`src/rtl/imm_ext_pipe.sv`:
```
// Decode-stage immediate generator: extends the RISC-V immediate selected by in_sel
// to XLEN bits and buffers results in a 2-entry valid/ready FIFO.
module imm_ext_pipe #(
    parameter int unsigned XLEN  = 32,
    parameter int unsigned CNT_W = 16
) (
    input  logic             clk,
    input  logic             rst,
    input  logic             flush,
    input  logic             in_valid,
    output logic             in_ready,
    input  logic [31:0]      in_instr,
    input  logic [2:0]       in_sel,
    output logic             out_valid,
    input  logic             out_ready,
    output logic [XLEN-1:0]  out_imm,
    output logic [2:0]       out_sel,
    output logic             out_err,
    output logic [CNT_W-1:0] ext_count
);

    typedef enum logic [2:0] {
        SEL_I   = 3'b000,
        SEL_S   = 3'b001,
        SEL_B   = 3'b010,
        SEL_J   = 3'b011,
        SEL_U   = 3'b100,
        SEL_Z   = 3'b101,
        SEL_SH  = 3'b110,
        SEL_BAD = 3'b111
    } immSel_t;

    immSel_t            selIn;
    logic signed [31:0] imm32;
    logic [XLEN-1:0]    extImm;
    logic               extErr;

    logic [1:0]         count;
    logic [XLEN-1:0]    tailImm;
    logic [2:0]         tailSel;
    logic               tailErr;
    logic               push;
    logic               pop;
    logic               unusedOpcode;

    assign selIn        = immSel_t'(in_sel);
    assign unusedOpcode = ^in_instr[6:0];

    // Signed formats are built at 32 bits and then sign-extended to XLEN in one place.
    always_comb begin
        imm32  = '0;
        extImm = '0;
        extErr = 1'b0;
        case (selIn)
            SEL_I: imm32 = {{20{in_instr[31]}}, in_instr[31:20]};
            SEL_S: imm32 = {{20{in_instr[31]}}, in_instr[31:25], in_instr[11:7]};
            SEL_B: imm32 = {{20{in_instr[31]}}, in_instr[7], in_instr[30:25],
                            in_instr[11:8], 1'b0};
            SEL_J: imm32 = {{12{in_instr[31]}}, in_instr[19:12], in_instr[20],
                            in_instr[30:21], 1'b0};
            SEL_U: imm32 = {in_instr[31:12], 12'h000};
            default: ;
        endcase
        extImm = XLEN'(imm32);
        case (selIn)
            SEL_Z:  extImm[4:0] = in_instr[19:15];
            SEL_SH: begin
                extImm[4:0] = in_instr[24:20];
                if (XLEN == 64) extImm[5] = in_instr[25];
            end
            SEL_BAD: extErr = 1'b1;
            default: ;
        endcase
    end

    assign in_ready  = (count != 2'd2) & ~rst;
    assign out_valid = (count != 2'd0);
    assign push      = in_valid & in_ready;
    assign pop       = out_valid & out_ready;

    // Head lives directly in the output registers, so it keeps the last popped value when empty.
    always_ff @(posedge clk) begin
        if (rst) begin
            count     <= '0;
            out_imm   <= '0;
            out_sel   <= '0;
            out_err   <= 1'b0;
            tailImm   <= '0;
            tailSel   <= '0;
            tailErr   <= 1'b0;
            ext_count <= '0;
        end else begin
            if (pop) ext_count <= ext_count + CNT_W'(1);
            if (flush) begin
                count <= '0;
            end else begin
                case (count)
                    2'd0: begin
                        if (push) begin
                            out_imm <= extImm;
                            out_sel <= in_sel;
                            out_err <= extErr;
                            count   <= 2'd1;
                        end
                    end
                    2'd1: begin
                        if (push && pop) begin
                            out_imm <= extImm;
                            out_sel <= in_sel;
                            out_err <= extErr;
                        end else if (push) begin
                            tailImm <= extImm;
                            tailSel <= in_sel;
                            tailErr <= extErr;
                            count   <= 2'd2;
                        end else if (pop) begin
                            count <= 2'd0;
                        end
                    end
                    default: begin
                        if (pop) begin
                            out_imm <= tailImm;
                            out_sel <= tailSel;
                            out_err <= tailErr;
                            count   <= 2'd1;
                        end
                    end
                endcase
            end
        end
    end

endmodule

```
`config.mk`:
```
export PLATFORM = sky130hd
export DESIGN_NAME = imm_ext_pipe
export DESIGN_NICKNAME = d
export VERILOG_FILES = /design/src/rtl/imm_ext_pipe.sv
export SDC_FILE = /design/constraint.sdc
export NUM_CORES = 1
export LEC_CHECK = 0
export CORE_MARGIN = 10
export CORE_UTILIZATION = 54
export CTS_CLUSTER_DIAMETER = 30
export DETAILED_ROUTE_END_ITERATION = 8
export PLACE_DENSITY_LB_ADDON = 0.12
export SYNTH_ARGS = -nofsm -noshare
export SYNTH_HDL_FRONTEND = slang
export SYNTH_SLANG_ARGS = --single-unit
```
`constraint.sdc`:
```
create_clock -name clk -period 3.6 [get_ports clk]
set_input_delay 0.36 -clock clk [delete_from_list [all_inputs] [get_ports clk]]
set_output_delay 0.36 -clock clk [all_outputs]
set_load 0.01 [all_outputs]
```
==> reports/metrics.yaml, run 1 <==
die:
  dieWidth_um: 108
  coreArea_um2: 7370
  start_util_pct: 56.4
  rows: 31
  die-area_um2: 11600
  io_pins: 94
  die_h_um: 108
cts:
  clockBufferDepth: 2
  cts_made_buffers: 9
  postCtsResizedCells: 0
  ctsRootBufferMaster: "clkbuf_8"
  cts_tree: "yes"
  clkLatencyLatePin_ns: 0.36
  htreeDepth: 3
  clock_sinks: 90
  clk_pin_slew_ns: 0.08
  postCtsHoldBufs: 0
  cts_setup_buffers: 0
timing:
  drv_slew: 0
  slew_headroom_pct: 39.9
  rsz0062_at_grt: "false"
  fin_ws_ns: 1.03
  max_freq_mhz: 389
  hold_viol: 0
  tightest_slew_ns: 0.901
  layout_min_cycle_time_ns: 2.57
  setup_tns_ns: 0
  finalCritPeriodShare_pct: 71.3
  report.final.setup_viol: 0
  skew_ns: 0.0107
synthesis:
  synthesis.area_um2: 4160
  synth_most_common_cell: "dfxtp_1"
  yosys_warnings: 0
  synth_edf_count: 0
  seq_area_frac_synth_pct: 43.4
  netlist_top_cells_count: "90 x dfxtp_1, 60 x nand2_1, 53 x nor2_1"
  syn_nets: 533
  synth-seq-cells: 90
  synth_top_area_cell: "dfxtp_1"
  ys_types: 54
  avgSynthCellArea_um2: 8.45
  synthFlopType: "dfxtp_1"
  synthArstFlopShare_pct: 0
  syn-instance-count: 492
  synthTopCellsByArea: "dfxtp_1 43%, nand2_1 5.4%, a21oi_1 4.8%, nor2_1 4.8%, a211oi_1 4.0%"
  synth.top_cell.area_share_pct: 43.4
worst_setup_path:
  crit_buf_inv: 1
  crit_type: "in -> reg"
  crit_path_frequent_cell: "or3_4"
  cp_cell_sequence: "clkdlybuf4s50_1 > or3_4 > or3_4 > nor2_1 > a221oi_1"
  crit_path_start: "out_ready"
  crit_fanout: 29
  crit_family: "simple AND/OR/NAND/NOR gates"
  endpoint_kind: "register"
  critPathRequiredTime_ns: 3.80
  cp_slowest_stage_delay_ns: 0.62
  cp.arrival_ns: 2.76
  r2r_start: "count[1]$_SDFFE_PP0P_"
  worstSetupStartpointType: "input port"
  cp_slowest_cell: "nor2_1"
pwr:
  irDropWorstVdd_uv: 240
  powerDensity_nw_per_um2: 396
  leakage_nw: 1.75
grt:
  grt_overflow_total: 0
  grt_use_total_pct: 18.6
  grt_pass1_vias: 3549
  grt_max_degree: 87
  grt_pass1_wl_um: 17800
  antenna_found_initial: 0
min_path:
  hold_path.class: "in -> reg"
  worstHoldStart: "rst"
cells_and_area:
  fin_nets: 597
  nFillCells: 596
  final_area_um2: 5280
  antenna_cells: 0
  area_delta_synth_final_pct: 27.0
  drive_gt1_share_pct: 7.66
routing:
  routed_via_density: 5.84
  vias: 3856
  drt_iter0_drc: 227
  drcViolationCount: 0
  avgRoutedWirePerCell_um: 16.4
  wirelength_um: 10800
  drtPass1Iterations: 5
  ant_nets: 0
placed_design:
  place.port_buffers: 86
  place_ws_ns: 0.665
  gp_congestion: 0.778
  place_area_um2: 5030
  dp_hpwl_um: 7380
job:
  cap_violations: 0
outcome:
  status: "complete, no violations"
==> layout make-up <==
type / instances / area (µm²) / share of cell area, %
Clock buffer: 10 / 138 / 2.61
Clock inverter: 6 / 114 / 2.16
Inverter: 17 / 63.8 / 1.21
Multi-Input combinational cell: 344 / 2120 / 40.2
Sequential cell: 90 / 1800 / 34.1
Tap cell: 99 / 124 / 2.35
Timing Repair Buffer: 94 / 916 / 17.4
==> path summary, 6_finish.rpt <==
path | endpoint | slack, ns | cells after the start
min reg2reg | out_imm[20]$_SDFFE_PP0P_ | 0.45 | 2
min | tailSel[1]$_SDFFE_PP0P_ | 0.41 | 2
max | tailImm[22]$_SDFFE_PP0P_ | 1.03 | 5
max reg2reg | ext_count[13]$_SDFFE_PP0P_ | 1.22 | 4
==> stage by stage <==
| step | util (%) | total power, mW | instances | hold slack, ns |
|---|---|---|---|---|
| after floorplan | - | 1.17 | 492 | 0.427 |
| after global placement | 68.2 | 1.27 | 644 | 0.434 |
| after detailed placement | 68.2 | 1.27 | 644 | 0.444 |
| after CTS | 71.6 | 2.10 | 660 | 0.402 |
| after global routing | 71.6 | 2.17 | 660 | 0.440 |
| final | 71.6 | 2.09 | 660 | 0.413 |
==> logic make-up after synthesis <==
kind of cell | Yosys count | share of synthesized area, %
flops | 90 | 43.4
compound gates | 118 | 20.3
simple gates | 198 | 23.3
fa+ha+maj | 1 | 0.301
mux | 17 | 4.61
buf+inv | 58 | 6.02
xor+xnor | 10 | 2.11
==> power breakdown <==
part           internal (mW)  switching [mW]  total (mW)
clock network          0.481           0.360       0.841
registers               1.01          0.0108        1.02
logic                  0.107           0.117       0.224
==> per-layer routing <==
layer / wire length [µm] / share of wire (%) / vias up / global-route usage, %
li1: - / - / 1890 / -
met1: 4740 / 44 / 1827 / 25.1
met2: 5120 / 47 / 127 / 28.5
met3: 817 / 7.6 / 12 / 4.25
met4: 144 / 1.3 / 0 / 6.20
met5: 0 / 0 / - / 0
==> sequential cells by signal (all words and copies together) (netlist names) <==
name / cells
count: 2
ext_count: 16
out_err: 1
out_imm: 32
out_sel: 3
tailErr: 1
tailImm: 32
tailSel: 3
==> cell usage in the layout, fill, tap and decap left out, types with 12 or more instances in the layout <==
cell type and n:
nand3_1 12, nor3_1 15, nor2_1 53, clkdlybuf4s50_1 85, nand2_1 60, nand3b_1 13, dfxtp_1 90, a21oi_1 40
a211oi_1 22, inv_1 15
(Power assumes the default switching activity.)
==> run 2: changes to the inputs <==
--- a/config.mk
+++ b/config.mk
@@ -6,7 +6,7 @@
 export NUM_CORES = 1
 export LEC_CHECK = 0
 export CORE_MARGIN = 10
-export CORE_UTILIZATION = 54
+export CORE_UTILIZATION = 50
 export CTS_CLUSTER_DIAMETER = 30
 export DETAILED_ROUTE_END_ITERATION = 8
 export PLACE_DENSITY_LB_ADDON = 0.12
==> constraint.sdc (replaced) <==
create_clock -name clk -period 2.6 [get_ports clk]
set_input_delay 0.26 -clock clk [delete_from_list [all_inputs] [get_ports clk]]
set_output_delay 0.26 -clock clk [all_outputs]
set_load 0.01 [all_outputs]
==> reports/metrics.yaml, run 2 (synthesized netlist as in run 1, its figures left out) <==
placed_design:
  place.port_buffers: 86  # unchanged
  place_ws_ns: 0.233  # was 0.665 ns
  placedCellCount: 657  # was 644
  gp_congestion: 0.804  # was 0.778
  dp_hpwl_um: 7560  # was 7380 µm
worst_setup_path:
  endpoint_kind: "register"  # unchanged
  rrSetupSlack_ns: 0.60  # was 1.22 ns
  r2r_start: "count[1]$_SDFFE_PP0P_"  # unchanged
  reg2reg_to: "out_imm[21]$_SDFFE_PP0P_"  # was ext_count[13]$_SDFFE_PP0P_
  crit_fanout: 14  # was 29
  cp.arrival_ns: 2.25  # was 2.76 ns
  worstSetupStartpointType: "input port"  # unchanged
  crit_type: "in -> reg"  # unchanged
  r2r_cells: 5  # was 4
  critPathRequiredTime_ns: 2.81  # was 3.80 ns
routing:
  drcViolationCount: 0  # unchanged
  routed_via_density: 5.62  # was 5.84
  wirelength_um: 10900  # was 10800 µm
  drt_iter0_drc: 183  # was 227
  avgRoutedWirePerCell_um: 16.1  # was 16.4 µm
  drtPass1Iterations: 4  # was 5
  vias: 3779  # was 3856
  ant_nets: 0  # unchanged
job:
  cap_violations: 0  # unchanged
cts:
  postCtsHoldBufs: 0  # unchanged
  cts_made_buffers: 9  # unchanged
  cts_setup_buffers: 0  # unchanged
  postCtsResizedCells: 0  # unchanged
  htreeDepth: 3  # unchanged
  cts_tree: "yes"  # unchanged
  clkLatencyLatePin_ns: 0.36  # about the same
  ctsRootBufferMaster: "clkbuf_8"  # unchanged
  clock_sinks: 90  # unchanged
  clk_pin_slew_ns: 0.08  # about the same
  clockBufferDepth: 2  # unchanged
cells_and_area:
  top_regs: "out_imm x32, tailImm x32, ext_count x16"  # unchanged
  fin_nets: 604  # was 597
  antenna_cells: 0  # unchanged
  layout_common_cells: "90 x dfxtp_1, 85 x clkdlybuf4s50_1, 60 x nand2_1"  # unchanged
  drive_gt1_share_pct: 8.27  # was 7.66%
  nFillCells: 720  # was 596
  final_common_cell: "dfxtp_1"  # unchanged
  final_core_util_pct: 64.5  # was 71.6%
  fin_cells: 673  # was 660
  area_delta_synth_final_pct: 26.3  # was 27.0%
die:
  dieWidth_um: 111  # was 108 µm
  coreArea_um2: 8130  # was 7370 µm²
  io_pins: 94  # unchanged
  start_util_pct: 51.1  # was 56.4%
  rows: 33  # was 31
  die-area_um2: 12400  # was 11600 µm²
  die_h_um: 111  # was 108 µm
timing:
  layout_min_cycle_time_ns: 2.04
  skew_ns: 0.00958  # was 0.0107 ns
  rsz0062_at_grt: "false"  # unchanged
  report.final.setup_viol: 0  # unchanged
  slew_headroom_pct: 48.1  # was 39.9%
  setup_tns_ns: 0  # unchanged
  finalCritPeriodShare_pct: 78.6
  hold_viol: 0  # unchanged
  drv_slew: 0  # unchanged
  max_freq_mhz: 490
  fin_hold_ws_ns: 0.253  # was 0.413 ns
  fin_ws_ns: 0.557  # was 1.03 ns
  tightest_slew_ns: 0.776  # was 0.901 ns
outcome:
  status: "complete, no violations"  # unchanged
min_path:
  worstHoldStart: "rst"  # unchanged
  holdPathEnd: "count[1]$_SDFFE_PP0P_"  # was tailSel[1]$_SDFFE_PP0P_
  min_path_cells: 3  # was 2
  hold_path.class: "in -> reg"  # unchanged
grt:
  grt_use_total_pct: 16.8  # was 18.6%
  grt_pass1_vias: 3651  # was 3549
  grt_overflow_total: 0  # unchanged
  antenna_found_initial: 0  # unchanged
  grt_pass1_wl_um: 17700  # was 17800 µm
  grt_max_degree: 66  # was 87
pwr:
  irDropWorstVdd_uv: 363  # was 240 µV
  leakage_nw: 1.76  # was 1.75 nW
  powerDensity_nw_per_um2: 490  # was 396 nW/µm²
-- run 2: cell types whose count changed in the layout (fill, tap and decap cells not counted), sizes merged --
cell,delta
buf,+7
bufinv,-3
clkbuf,+3
clkinv,+2
clkinvlp,-2
-- run 2: per-layer routing --
layer	vias to the layer above	track usage (%)	part of all wire, %
li1	1904	-	-
met1	1776	20.8	44
met2	90	27.2	48
met3	9	4.87	6.5
met4	0	6.08	1.2
met5	-	0	0
-- run 2: how the worst max path moves through the flow --
stage / from / to / slack (ns) / cells past startpoint
final: in_sel[2] / out_imm[21]$_SDFFE_PP0P_ / 0.56 / 5
after global routing: in_sel[2] / out_imm[21]$_SDFFE_PP0P_ / 0.43 / 5
after CTS: in_sel[2] / out_imm[21]$_SDFFE_PP0P_ / 0.61 / 5
after detailed placement: in_sel[2] / out_imm[21]$_SDFFE_PP0P_ / 0.23 / 5
after global placement: out_ready / tailImm[12]$_SDFFE_PP0P_ / 0.31 / 5
after floorplan: out_ready / tailErr$_SDFFE_PP0P_ / 0.86 / 6
-- run 2: stage by stage --
stage / total power [mW] / instance area, µm²
2_1_floorplan: 1.61 / 4160
3_3_place_gp: 1.76 / 5090
3_5_place_dp: 1.76 / 5090
4_1_cts: 2.60 / 5250
5_1_grt: 2.68 / 5250
6_report: 2.57 / 5250
-- run 2: area by class of cell --
class / count / area [µm²] / area share, %
sequential: 90 / 1800 / 34.3
inverter: 17 / 63.8 / 1.22
clock buffer: 13 / 149 / 2.84
tap: 105 / 131 / 2.50
timing repair buffer: 101 / 968 / 18.4
multi-input combinational: 344 / 2120 / 40.4
clock inverter: 3 / 15.0 / 0.286
-- run 2: critical path: stages --
cell and delay, ns:
clkdlybuf4s50_1 0.77, nor2b_1 0.21, nor2_1 0.64, a221o_1 0.29, a21oi_1 0.08
-- run 2: power breakdown --
| part | internal [mW] | leakage (nW) | switching [mW] |
|---|---|---|---|
| combinational | 0.153 | 0.942 | 0.163 |
| clock | 0.371 | 0.0872 | 0.472 |
| sequential | 1.40 | 0.728 | 0.0135 |
==> run 3: changes to the inputs <==
==> constraint.sdc (replaced) <==
create_clock -name clk -period 2.1 [get_ports clk]
set_input_delay 0.21 -clock clk [delete_from_list [all_inputs] [get_ports clk]]
set_output_delay 0.21 -clock clk [all_outputs]
set_load 0.01 [all_outputs]
==> reports/metrics.yaml, run 3 (synthesized netlist as in run 1, its figures left out) <==
outcome:
  status: "complete, no violations"  # unchanged
timing:
  layout_min_cycle_time_ns: 1.87
  finalCritPeriodShare_pct: 89.1
  setup_tns_ns: 0  # unchanged
  report.final.setup_viol: 0  # unchanged
  skew_ns: 0.0121  # was 0.00958 ns
  slew_headroom_pct: 50.7  # was 48.1%
  hold_viol: 0  # unchanged
  max_freq_mhz: 535
  rsz0062_at_grt: "false"  # unchanged
  fin_ws_ns: 0.229  # was 0.557 ns
  fin_hold_ws_ns: 0.222  # was 0.253 ns
  drv_slew: 0  # unchanged
  tightest_slew_ns: 0.736  # was 0.776 ns
cells_and_area:
  fin_nets: 610  # was 604
  nFillCells: 725  # was 720
  antenna_cells: 0  # unchanged
  final_core_util_pct: 66.4  # was 64.5%
  top_regs: "out_imm x32, tailImm x32, ext_count x16"  # unchanged
  final_common_cell: "dfxtp_1"  # unchanged
  multi_input_area_um2: 2120  # unchanged
  drive_gt1_share_pct: 9.41  # was 8.27%
  area_delta_synth_final_pct: 30.0  # was 26.3%
  regArea_um2: 1800  # unchanged
  layout_common_cells: "90 x dfxtp_1, 85 x clkdlybuf4s50_1, 60 x nand2_1"  # unchanged
worst_setup_path:
  cp_slowest_cell: "clkdlybuf4s50_1"  # unchanged
  r2r_start: "count[1]$_SDFFE_PP0P_"  # unchanged
  endpoint_kind: "output port"  # was register
  cp_slowest_stage_delay_ns: 0.49  # was 0.77 ns
  critPathRequiredTime_ns: 1.89  # was 2.81 ns
  r2r_cells: 4  # was 5
  endpoint: "out_valid"  # was out_imm[21]$_SDFFE_PP0P_
  reg2reg_to: "out_imm[23]$_SDFFE_PP0P_"  # was out_imm[21]$_SDFFE_PP0P_
  cp_cell_sequence: "nor2_1 > inv_1 > clkdlybuf4s50_1"  # was clkdlybuf4s50_1 > nor2b_1 > nor2_1 > a221o_1 > a21oi_1
  cp.arrival_ns: 1.66  # was 2.25 ns
  crit_type: "reg -> out"  # was in -> reg
  crit_path_start: "count[1]$_SDFFE_PP0P_"  # was in_sel[2]
  crit_fanout: 7  # was 14
  rrSetupSlack_ns: 0.35  # was 0.60 ns
  worstSetupStartpointType: "register"  # was input port
routing:
  drcViolationCount: 0  # unchanged
  avgRoutedWirePerCell_um: 16.1  # about the same
  ant_nets: 0  # unchanged
  routed_via_density: 5.66  # was 5.62
  drt_iter0_drc: 205  # was 183
  wirelength_um: 10900  # about the same
  vias: 3846  # was 3779
  drtPass1Iterations: 4  # unchanged
job:
  cap_violations: 0  # unchanged
cts:
  htreeDepth: 3  # unchanged
  clock_sinks: 90  # unchanged
  clk_pin_slew_ns: 0.08  # about the same
  cts_tree: "yes"  # unchanged
  postCtsHoldBufs: 0  # unchanged
  clockBufferDepth: 2  # unchanged
  postCtsResizedCells: 0  # unchanged
  cts_setup_buffers: 0  # unchanged
  ctsRootBufferMaster: "clkbuf_8"  # unchanged
  cts_made_buffers: 9  # unchanged
  clkLatencyLatePin_ns: 0.35  # was 0.36 ns
pwr:
  leakage_nw: 1.82  # was 1.76 nW
  powerDensity_nw_per_um2: 628  # was 490 nW/µm²
  irDropWorstVdd_uv: 384  # was 363 µV
  power_frac_comb_pct: 12.0  # was 12.3%
  p_sw_share_pct: 24.5  # was 25.2%
  power_frac_clock_pct: 36.3  # was 32.7%
  seqPwrFrac_pct: 51.7  # was 55.0%
  p_int_mw: 2.56  # was 1.93 mW
  total_power_mw: 3.39  # was 2.57 mW
  p_sw_mw: 0.831  # was 0.648 mW
die:
  coreArea_um2: 8130  # unchanged
  rows: 33  # unchanged
  start_util_pct: 51.1  # unchanged
  die-area_um2: 12400  # unchanged
  die_h_um: 111  # unchanged
  dieWidth_um: 111  # unchanged
  io_pins: 94  # unchanged
grt:
  grt_pass1_wl_um: 18300  # was 17700 µm
  grt_overflow_total: 0  # unchanged
  grt_use_total_pct: 17.0  # was 16.8%
  antenna_found_initial: 0  # unchanged
  grt_pass1_vias: 3732  # was 3651
  grt_max_degree: 64  # was 66
min_path:
  hold_path.class: "in -> reg"  # unchanged
  min_path_cells: 3  # unchanged
placed_design:
  dp_hpwl_um: 7590  # was 7560 µm
  place.port_buffers: 86  # unchanged
  gp_congestion: 0.837  # was 0.804
  place_ws_ns: -0.0367  # was 0.233 ns
==> run 3: how the worst min path moves through the flow <==
stage | start | slack (ns) | endpoint
after floorplan | flush | 0.29 | count[0]$_SDFFE_PP0P_
after global placement | tailImm[11]$_SDFFE_PP0P_ | 0.44 | tailImm[11]$_SDFFE_PP0P_
after detailed placement | tailImm[11]$_SDFFE_PP0P_ | 0.45 | tailImm[11]$_SDFFE_PP0P_
after CTS | rst | 0.21 | count[1]$_SDFFE_PP0P_
after global routing | rst | 0.23 | count[1]$_SDFFE_PP0P_
final | rst | 0.22 | count[1]$_SDFFE_PP0P_
==> run 3: layout make-up <==
type / count / area share, %
Multi-Input combinational cell: 344 / 39.3
Sequential cell: 90 / 33.4
Timing Repair Buffer: 107 / 19.9
Clock buffer: 13 / 2.94
Tap cell: 105 / 2.43
Inverter: 17 / 1.18
Clock inverter: 3 / 0.880
==> run 3: layer usage <==
metal | vias to the layer above | track usage, % | routed length [µm]
met4 | 0 | 5.31 | 101
met2 | 89 | 26.9 | 5150
met1 | 1828 | 22.0 | 4950
met3 | 10 | 4.33 | 737
li1 | 1919 | - | -
met5 | - | 0 | 0
==> run 3: power by group through the flow <==
| stage | Clock [mW] | Combinational (mW) | Sequential, mW |
|---|---|---|---|
| floorplan | 0 | 0.197 | 1.80 |
| global placement | 0 | 0.402 | 1.79 |
| detailed placement | 0 | 0.407 | 1.79 |
| CTS | 1.24 | 0.409 | 1.75 |
| global route | 1.32 | 0.445 | 1.76 |
| finish | 1.23 | 0.409 | 1.75 |
==> run 3: critical path: cells and delay by family, from the launching register on <==
family                 cells  cell delay (ns)
buffers and inverters      2             0.58
AND/OR/NAND/NOR            1             0.33
flip-flops                 1             0.41
==> run 3: stage by stage <==
step | cell area, µm² | instances
floorplan | 4160 | 492
global placement | 5190 | 663
detailed placement | 5190 | 663
CTS | 5400 | 679
global route | 5400 | 679
finish | 5400 | 679
